--- config.mk ---
export PLATFORM = sky130hd
export DESIGN_NAME = param_bubble_sorter
export DESIGN_NICKNAME = d
export VERILOG_FILES = /design/src/rtl/sorter_pkg.sv /design/src/rtl/param_bubble_sorter_cmp_swap.sv /design/src/rtl/param_bubble_sorter.sv
export SDC_FILE = /design/constraint.sdc
export NUM_CORES = 1
export LEC_CHECK = 0
export CORE_MARGIN = 8
export CORE_UTILIZATION = 25
export DETAILED_ROUTE_END_ITERATION = 12
export PLACE_DENSITY_LB_ADDON = 0.25
export SLEW_MARGIN = 20
export SYNTH_ARGS = -nofsm -noshare
export SYNTH_HDL_FRONTEND = slang
export SYNTH_SLANG_ARGS = --single-unit
--- constraint.sdc ---
create_clock -name clk -period 5.5 [get_ports clk]
set_clock_uncertainty 0.05 [all_clocks]
set_input_delay 0.825 -clock clk [delete_from_list [all_inputs] [get_ports clk]]
set_output_delay 0.825 -clock clk [all_outputs]
set_load 0.02 [all_outputs]
--- src/rtl/sorter_pkg.sv ---
// Shared encodings for the parametrised bubble sorter: FSM states, sort
// direction codes and the width of the swap statistics counter.
package sorter_pkg;

  localparam logic [1:0] ST_IDLE  = 2'd0;
  localparam logic [1:0] ST_LOAD  = 2'd1;
  localparam logic [1:0] ST_SORT  = 2'd2;
  localparam logic [1:0] ST_DRAIN = 2'd3;

  localparam logic MODE_ASC  = 1'b0;
  localparam logic MODE_DESC = 1'b1;

  localparam int SWAP_CNT_W = 16;

endpackage

--- src/rtl/param_bubble_sorter_cmp_swap.sv ---
// Compare-and-swap cell: orders one adjacent pair for the selected direction.
// lo_out lands at the lower address, hi_out at the higher one.
module cmp_swap
  import sorter_pkg::*;
#(
  parameter int WIDTH = 8
) (
  input  logic [WIDTH-1:0] a,
  input  logic [WIDTH-1:0] b,
  input  logic             mode,
  output logic [WIDTH-1:0] lo_out,
  output logic [WIDTH-1:0] hi_out,
  output logic             swap
);

  // Strict comparisons keep equal words in place, which makes the sort stable.
  always_comb begin
    swap   = (mode == MODE_ASC) ? (a > b) : (a < b);
    lo_out = swap ? b : a;
    hi_out = swap ? a : b;
  end

endmodule

--- src/rtl/param_bubble_sorter.sv ---
// Buffers up to DEPTH words, bubble-sorts them in place with early exit,
// then streams the sorted words out over a valid/ready interface.
module param_bubble_sorter
  import sorter_pkg::*;
#(
  parameter  int WIDTH = 8,
  parameter  int DEPTH = 8,
  localparam int CNTW  = $clog2(DEPTH + 1)
) (
  input  logic                  clk,
  input  logic                  rst_n,
  input  logic                  mode,
  input  logic                  in_valid,
  input  logic [WIDTH-1:0]      in_data,
  input  logic                  in_last,
  output logic                  in_ready,
  output logic                  out_valid,
  output logic [WIDTH-1:0]      out_data,
  output logic                  out_last,
  input  logic                  out_ready,
  output logic                  busy,
  output logic                  done,
  output logic [SWAP_CNT_W-1:0] swap_cnt
);

  localparam int IDXW = $clog2(DEPTH);

  logic [1:0]       state;
  logic [CNTW-1:0]  n;
  logic [CNTW-1:0]  n_inc;
  logic [IDXW-1:0]  idx;
  logic [IDXW-1:0]  idx_nxt;
  logic [IDXW-1:0]  limit;
  logic [IDXW-1:0]  rd;
  logic             swapped;
  logic             mode_r;
  logic             accept;
  logic             out_hs;
  logic             last_word;
  logic             last_rd;
  logic [WIDTH-1:0] lo;
  logic [WIDTH-1:0] hi;
  logic             swap;
  logic [WIDTH-1:0] mem [DEPTH];

  assign in_ready  = (state == ST_IDLE) || (state == ST_LOAD);
  assign out_valid = (state == ST_DRAIN);
  assign busy      = (state != ST_IDLE);
  assign out_data  = mem[rd];
  assign last_rd   = (rd == IDXW'(n - 1'b1));
  assign out_last  = out_valid && last_rd;

  assign accept    = in_valid && in_ready;
  assign out_hs    = out_valid && out_ready;
  assign n_inc     = n + 1'b1;
  assign last_word = in_last || (n_inc == CNTW'(DEPTH));
  assign idx_nxt   = idx + 1'b1;

  cmp_swap #(.WIDTH(WIDTH)) u_cmp_swap (
    .a      (mem[idx]),
    .b      (mem[idx_nxt]),
    .mode   (mode_r),
    .lo_out (lo),
    .hi_out (hi),
    .swap   (swap)
  );

  // Storage is deliberately left out of reset; only control state is cleared.
  always_ff @(posedge clk) begin
    if (accept) begin
      mem[IDXW'(n)] <= in_data;
    end else if (state == ST_SORT && swap) begin
      mem[idx]     <= lo;
      mem[idx_nxt] <= hi;
    end
  end

  always_ff @(posedge clk) begin
    if (!rst_n) begin
      state    <= ST_IDLE;
      n        <= '0;
      idx      <= '0;
      limit    <= '0;
      rd       <= '0;
      swapped  <= 1'b0;
      mode_r   <= MODE_ASC;
      done     <= 1'b0;
      swap_cnt <= '0;
    end else begin
      done <= 1'b0;
      case (state)
        ST_IDLE, ST_LOAD: begin
          if (accept) begin
            n <= n_inc;
            if (state == ST_IDLE) begin
              mode_r   <= mode;
              swap_cnt <= '0;
            end
            // limit takes the new count minus one, which is the old count.
            if (last_word) begin
              idx     <= '0;
              limit   <= IDXW'(n);
              swapped <= 1'b0;
              rd      <= '0;
              state   <= (n == '0) ? ST_DRAIN : ST_SORT;
            end else begin
              state <= ST_LOAD;
            end
          end
        end
        ST_SORT: begin
          if (swap) begin
            swapped <= 1'b1;
            if (swap_cnt != '1) swap_cnt <= swap_cnt + 1'b1;
          end
          if (idx != limit - 1'b1) begin
            idx <= idx_nxt;
          end else if (!(swapped || swap) || limit == IDXW'(1)) begin
            state <= ST_DRAIN;
          end else begin
            limit   <= limit - 1'b1;
            idx     <= '0;
            swapped <= 1'b0;
          end
        end
        ST_DRAIN: begin
          if (out_hs) begin
            if (last_rd) begin
              state <= ST_IDLE;
              done  <= 1'b1;
              n     <= '0;
            end else begin
              rd <= rd + 1'b1;
            end
          end
        end
        default: state <= ST_IDLE;
      endcase
    end
  end

endmodule

==> impl_metrics.toml <==
[setup_path]
critical_path_buf_inv_count = 2
timing.critical_path.cells = "ha_1 > xor2_2 > buf_4 > mux4_1 > mux2i_1 > ha_1 > a41o_1 > a21oi_1 > nor3_1 > a311oi_4 > buf_4 > a211oi_1 > o21ai_0"
crit_type = "flip-flop to flip-flop"
arrival_ns = 5.03
cp.required_ns = 5.66
crit_fanout = 23
worst_path_largest_cell_delay_ns = 0.61
critical-path-top-delay-family = "compound AO/OA/AOI/OAI gates"
critPathLaunchType = "flip-flop"
cp-end-kind = "flip-flop"
crit_slowest_cell = "mux4_1"

[timing]
final.min_clock_period_ns = 4.87
grt_setup_unrepaired = "no"
finalCritPeriodShare = 0.885
timing.final.hold_violations = 0
maxSlewViolCount = 0
post-route-worst-setup-slack_ns = 0.630
worst_slew_margin_rel = 0.197
finalSetupViolations = 0
max_clock_freq_ghz = 0.205
max_slew.worst_pin.slew_ns = 1.20
fin_setup_tns_ns = 0

[synth]
synth-adder-area-share = 0.0272
ys_seq_elements = 104
synth_sequential_area_ratio = 0.395
ys_warn_count = 0
syn_nets = 628
yosysTopAreaCellShare = 0.279
avgSynthCellArea_um2 = 11.5
synthSimpleGateAreaFrac = 0.117
syn_area_mm2 = 0.00689
synth_top_family_by_area = "multiplexers"
synth.top_cells.by_area = "edfxtp_1, mux4_2, dfxtp_1"
yosysTopAreaCell = "edfxtp_1"
post_synth_num_cell_types = 64
synth_edf_count = 64
synth_mux_area_frac = 0.211
synth-compound-area-share = 0.183
synth_area_in_xor_xnor = 0.0172
synth_async_sr_flop_share = 0
syn_inst = 599
ys.flop_type = "edfxtp_1"

[clock_network]
ctsHoldBuffers = 0
cts.htree.levels = 3
cts_buffers = 9
ctsResizeCount = 0
clock_latency_ns = 0.36
cts.repair_timing.setup_buffer_count = 0
tritoncts = "built"
cts.sinks = 104
max_root_sink_buffers = 2
clkTransAtPathRegs_ns = 0.07
cts-root-buf = "clkbuf_16"

[layout]
post_route_cells_drive_above_1_share = 0.161
seq_area_mm2 = 0.00272
finish.net_count = 652
multi_input_comb_area_mm2 = 0.00385
fillers = 2747
antenna_cells_inserted = 0
finish.utilization = 0.293
synthToLayoutAreaGrowth_pct = 14.9

[placed_design]
dpl.hpwl_mm = 15.4
pre_cts_ws_ns = 0.730
globalplace.congestion = 0.823
port-buffer-count = 42

[floorplanning]
placement_rows = 60
dieHeight_um = 182
initial_utilization = 0.255
core_mm2 = 0.0270
ios = 43
die_width_um = 182
dieArea_mm2 = 0.0331

[power_and_ir_drop]
power.density_cell_area_mw_per_mm2 = 279
total_power_uw = 2210
p_leak_uw = 0.00248
ir_drop_worst_case_vdd_mv = 0.126

[global_routing]
globalRouteTotalUtil = 0.138
grt_antenna_before_repair = 0
grt_start_max_net_pins = 35
grt_use_met2 = 0.227
grt_pass1_vias = 5589
met1_usage = 0.173
globalRoute.busiestLayer = "met2"
global_route.usage.met3 = 0.0272
grt_residual_overflow = 0
grt_first_pass_wirelength_mm = 34.9

[detailed_routing]
detail_route.first_pass.iterations = 5
drc = 0
avgViaCountPerCell = 5.85
postRouteWirelength_mm = 22.9
vias_after_detailed_routing = 5671
routedWlPerCell_um = 23.6
antenna_left = 0
drt_iter0_markers = 603

[status]
status = "complete, no violations"

[worst_hold_path]
worst_hold_path_type = "flip-flop to flip-flop"

[flow_run]
drv.max_cap_violation_count = 0
[flip-flops by register name, indices dropped and copies added, names as in the netlist, named ones only]
signal	flops
mem	64
swap_cnt	16
n	4
idx	3
limit	3
rd	3
state	2
done	1
mode_r	1
swapped	1
[cell type report]
class / count / area share
inverters: 14 / 0.00663
clock inverters: 7 / 0.0106
clock buffers: 9 / 0.0284
well taps: 341 / 0.0539
repair buffers: 61 / 0.0711
multi-input cells: 433 / 0.486
flip-flops and latches: 104 / 0.344
[stage by stage]
stage	cell area [um2]	hold slack (ns)	instances
floorplan	6890	0.388	599
global placement	7610	0.399	953
detailed placement	7610	0.410	953
CTS	7920	0.421	969
global route	7920	0.468	969
finish	7920	0.415	969
[routing by layer]
metal  up-vias  wire length, um  part of all wire
met5         -                0                 0
met4         0              764             0.033
met3        59             1540             0.067
met2       250            10900              0.48
met1      2855             9650              0.42
li1       2507                -                 -
[report_power, final]
part / switching, uW / total, uW / leakage [uW] / internal (uW)
combinational: 407 / 629 / 0.00143 / 222
sequential: 26.8 / 895 / 0.000904 / 868
clock: 321 / 685 / 0.000151 / 364
total: 755 / 2210 / 0.00248 / 1450
[logic make-up after synthesis]
logic type / Yosys count
AOI/OAI and AO/OA: 168
xor gates and xnor gates: 11
adders and majority gates: 15
buffers and inverters: 62
DFF: 104
muxes: 79
and+or+nand+nor: 160
[final timing paths]
| path | from | cells past startpoint | slack [ns] | endpoint |
|---|---|---|---|---|
| hold reg to reg | limit[1] | 2 | 0.42 | limit[1] |
| setup / recovery | idx[1] | 13 | 0.63 | idx[0] |
| setup reg to reg | idx[1] | 13 | 0.63 | idx[0] |
| hold / removal | limit[1] | 2 | 0.42 | limit[1] |
[placed cells by master (no fill, tap or decap), types with 7 or more instances in the layout]
cell / count
xnor2_1: 8
and2_1: 11
inv_1: 14
nand2_1: 36
mux2_2: 16
mux4_1: 11
nor2_1: 44
a31oi_1: 7
a21oi_1: 35
edfxtp_1: 64
nand2b_1: 10
o21ai_0: 10
a221oi_1: 64
and3_1: 9
clkdlybuf4s50_1: 42
mux4_2: 37
o31ai_1: 7
o22ai_1: 9
dfxtp_1: 40
clkbuf_16: 9
nand3_1: 10
buf_4: 19
nand4_1: 11
mux2i_1: 14
ha_1: 15
[cells in the mapped netlist, types with 6 or more instances]
library cell and number:
a21oi_1 35, a221oi_1 64, a31oi_1 7, and2_1 11, and3_1 9, buf_2 9
buf_6 11, clkbuf_1 19, dfxtp_1 40, edfxtp_1 64, ha_1 15, inv_1 14
mux2_2 16, mux2i_1 14, mux4_1 11, mux4_2 37, nand2_1 36, nand2b_1 10
nand3_1 10, nand4_1 11, nor2_1 45, nor3_1 6, o21ai_0 10, o22ai_1 9
o31ai_1 7, or4_1 6, xnor2_1 8
[worst register-to-register path: stages (launching register included)]
cell      delay, ns
dfxtp_1        0.46
ha_1           0.31
xor2_2         0.14
buf_4          0.37
mux4_1         0.62
mux2i_1        0.21
ha_1           0.30
a41o_1         0.24
a21oi_1        0.33
nor3_1         0.16
a311oi_4       0.53
buf_4          0.39
a211oi_1       0.20
o21ai_0        0.42
No activity file was read; power rests on OpenSTA's default activity.
==> RTL edit 1: new RTL, same flow settings <==
Make the reset (`rst_n`) asynchronous in one clocked block.
--- a/src/rtl/param_bubble_sorter.sv
+++ b/src/rtl/param_bubble_sorter.sv
@@ -75,7 +75,7 @@
     end
   end
 
-  always_ff @(posedge clk) begin
+  always_ff @(posedge clk or negedge rst_n) begin
     if (!rst_n) begin
       state    <= ST_IDLE;
       n        <= '0;
Behaviour: differs if rst_n is asserted again (counterexample within 4 cycles, from zero or initial values and one cycle with rst_n low); with rst_n held inactive, the same outputs for 4 cycles.
==> RTL edit 1 against the unedited design <==
  * Final cell count up 11%
  * Sequential cell count down 6
  * Design area up 0.46%
  * Worst setup slack better by 0.27 ns
  * Synthesized area down 1.1%
  * Die area down 1.0%
  * Routed wire length down 7.9%
  * Critical path type unchanged
Power is left out: the tool's default activity adds up to more than one toggle a clock period on the data nets, which glitch-free logic cannot reach.
==> RTL edit 1: results (changes against the unedited design) <==
Synth area leaders=edfxtp_1, dfrtp_1, mux4_2 (was edfxtp_1, mux4_2, dfxtp_1); sequential cell count=98 (was 104); min-delay worst type=reg -> reg (unchanged); R2R setup slack=0.90 ns (was 0.63 ns); number of global-route vias before repair=5581 (was 5589); NonClk Buf Share=7.735% (was 7.107%); clock root cell=clkbuf_16 (unchanged); Compound-Gate Fraction of Synth Area=19.82% (was 18.26%); DR WL met3=1169 um (was 1543 um); mux share of post-synthesis cell area=18.54% (was 21.09%); WP data arrival=4.61 ns (was 5.03 ns); multi-input gates=533 (was 433); met1 wire length=9122 um (was 9654 um); Synth Area in XOR/XNOR=1.487% (was 1.724%); Mapped Nets=722 (was 628); Cell variety after synth=55 (was 64); largest net degree at the start of global routing=66 (was 35); sequential cell area share=34.88% (was 34.37%); fraction of area in multi-input gates=47.48% (was 48.58%); hold depth=1 (was 2); vias per cell=5.161 (was 5.852); Synth Area in Adders=2.753% (was 2.722%); Detail Placement HPWL=14310 um (was 15370 um); Hold Startpoint=limit[1] (unchanged); Commonest cells post-synth=o21ai_0, nand2_1, edfxtp_1 (was a221oi_1, edfxtp_1, nor2_1); crit-path max FO=29 (was 23); Crit path largest cell delay=0.49 ns (was 0.61 ns); Total Routing Usage GR=13.11% (was 13.78%); slew at the pin closest to its max-slew limit=0.9028 ns (was 1.204 ns); r2r endpoint=mem[6][5] (was idx[0]); Non-clock buffers=67 (was 61); initial antenna violation count=0 (unchanged); share of layout cells above drive strength 1=14.66% (was 16.08%); initial drt markers=391 (was 603); first-pass GRT wire length=33210 um (was 34870 um); WL met2=10290 um (was 10910 um); Min-Delay Endpoint=limit[1] (unchanged); outcome=complete, no violations (unchanged); Routed WL=21070 um (was 22870 um); routability congestion estimate=0.7629 (was 0.8227); EDFF count, synth=64 (unchanged); Reg-to-Reg Start=idx[0] (was idx[1]); Final Net Count=754 (was 652); filler instances=2809 (was 2747); nonclk inv count=16 (was 14); slowest CP cell=dfrtp_4 (was mux4_1); crit path kind=reg -> reg (unchanged); Clock buf/inv share=3.789% (was 3.901%); Crit path max-delay family=simple AND/OR/NAND/NOR gates (was compound AO/OA/AOI/OAI gates); FF-to-FF path depth=14 (was 13); sequential area share after synthesis=40.67% (was 39.49%); Async SR Flop Fraction=34.69% (was 0%)
-- RTL edit 1: changes by cell type after synthesis, moves of 8 or more --
cell,before,now
a21oi_1,35,27
a221oi_1,64,0
buf_6,11,3
clkbuf_1,19,27
dfrtp_1,0,34
dfxtp_1,40,0
mux2i_1,14,34
mux4_1,11,0
nand2_1,36,87
o21ai_0,10,141
o22ai_1,9,21
-- RTL edit 1: stage by stage --
| step | cell area (um2) | worst slack, ns | hold slack (ns) | cells | util (%) |
|---|---|---|---|---|---|
| after floorplan | 6818 | 1.262 | 0.4317 | 693 | - |
| after global placement | 7657 | 1.031 | 0.4492 | 1055 | 28.49 |
| after detailed placement | 7657 | 0.9460 | 0.4504 | 1055 | 28.49 |
| after CTS | 7959 | 0.9180 | 0.4688 | 1071 | 29.61 |
| after global routing | 7959 | 0.5331 | 0.5251 | 1071 | 29.61 |
| final | 7959 | 0.9030 | 0.4648 | 1071 | 29.61 |
-- RTL edit 1: worst max path at each step --
stage,end,cells after the start,slack (ns),from
floorplan,mem[7][0],16,1.26,idx[0]
global route,mem[5][0],14,0.53,idx[0]
detailed placement,mem[6][5],14,0.95,idx[0]
finish,mem[6][5],14,0.90,idx[0]
global placement,mem[1][3],14,1.03,idx[0]
CTS,mem[1][3],14,0.92,idx[0]
-- RTL edit 1: cells by family after synthesis --
| family | Yosys count |
|---|---|
| simple gates | 189 |
| buf+inv | 62 |
| flops | 98 |
| compound gates | 235 |
| xor+xnor | 10 |
| fa+ha+maj | 15 |
| mux | 84 |
-- RTL edit 1: routing by layer --
layer  track usage, %  vias to the layer above
met5                0                        -
met4            5.313                        0
met3            2.508                       30
met2            21.74                      145
met1            16.54                     2666
li1                 -                     2686
==> RTL edit 2: new RTL, same flow settings <==
Without the edit above. `SWAP_CNT_W`: 16 -> 18.
--- a/src/rtl/sorter_pkg.sv
+++ b/src/rtl/sorter_pkg.sv
@@ -10,7 +10,7 @@
   localparam logic MODE_ASC  = 1'b0;
   localparam logic MODE_DESC = 1'b1;
 
-  localparam int SWAP_CNT_W = 16;
+  localparam int SWAP_CNT_W = 18;
 
 endpackage
 
Interface: changed (resized swap_cnt); port bits go from 43 to 45. The function was not compared with the original's and may differ.
==> RTL edit 2 against the unedited design <==
  * Routed wire length up 0.10%
  * Final cell count up 14%
  * Sequential share of layout area down 2.5 points
  * Clock power up 6.4%
  * Worst setup slack worse by 0.0055 ns
  * Sequential power up 5.3%
  * Synthesized area up 7.1%
  * Total power up 7.3%
  * Design area up 9.4%
  * Sequential cell count up 2
  * Critical endpoint is now mem[3][1]
  * Largest cell class unchanged
  * Highest routed layer unchanged
==> RTL edit 2: results (changes against the unedited design) <==
outcome=complete, no violations (unchanged); Seq. cell area=0.002763 mm2 (was 0.002723 mm2); nonclk inv count=10 (was 14); slew at the pin closest to its max-slew limit=1.027 ns (was 1.204 ns); Cell variety after synth=78 (was 64); share of layout cells above drive strength 1=21.24% (was 16.08%); Crit path largest cell delay=0.69 ns (was 0.61 ns); fraction of area in multi-input gates=50.29% (was 48.58%); met3 global-route usage=2.136% (was 2.721%); sequential cell area share=31.87% (was 34.37%); Mapped Nets=691 (was 628); Crit path max-delay family=multiplexers (was compound AO/OA/AOI/OAI gates); Synth area leaders=edfxtp_1, mux4_2, dfxtp_1 (unchanged); Final Net Count=735 (was 652); crit-path max FO=15 (was 23); routability congestion estimate=0.7835 (was 0.8227); WP data arrival=4.92 ns (was 5.03 ns); sequential area share after synthesis=37.42% (was 39.49%); dpl cells=1085 (was 953); number of global-route vias before repair=5648 (was 5589); Non-clock buffers=78 (was 61); core area=0.02932 mm2 (was 0.02703 mm2); first-pass GRT wire length=35630 um (was 34870 um); slowest CP cell=o21ai_0 (was mux4_1); initial drt markers=510 (was 603); drt wl/cell=20.79 um (was 23.60 um); I/O Buffers=44 (was 42)
==> RTL edit 2: cell families after synthesis <==
kind of cell | Yosys count | synth area share (%)
AO/OA/AOI/OAI | 165 | 17.29
AND/OR/NAND/NOR | 230 | 17.53
flip-flops | 106 | 37.42
buffers and inverters | 55 | 3.898
XOR/XNOR | 12 | 1.915
adder cells (fa/ha/maj) | 15 | 2.542
multiplexers | 79 | 19.41
==> RTL edit 2: final timing paths <==
path / depth (start not counted) / start / slack [ns] / to
worst max-delay path: 14 / idx[1] / 0.62 / mem[3][1]
worst min-delay path: 2 / swap_cnt[13] / 0.45 / swap_cnt[13]
worst max register to register: 14 / idx[1] / 0.62 / mem[3][1]
worst min register to register: 2 / swap_cnt[13] / 0.45 / swap_cnt[13]
==> RTL edit 2: report_power, final <==
group	total [uW]	switching [uW]	leakage (uW)	internal [uW]
logic	699	403	0.00161	296
clock network	729	325	0.000154	404
registers	942	39.2	0.000923	903
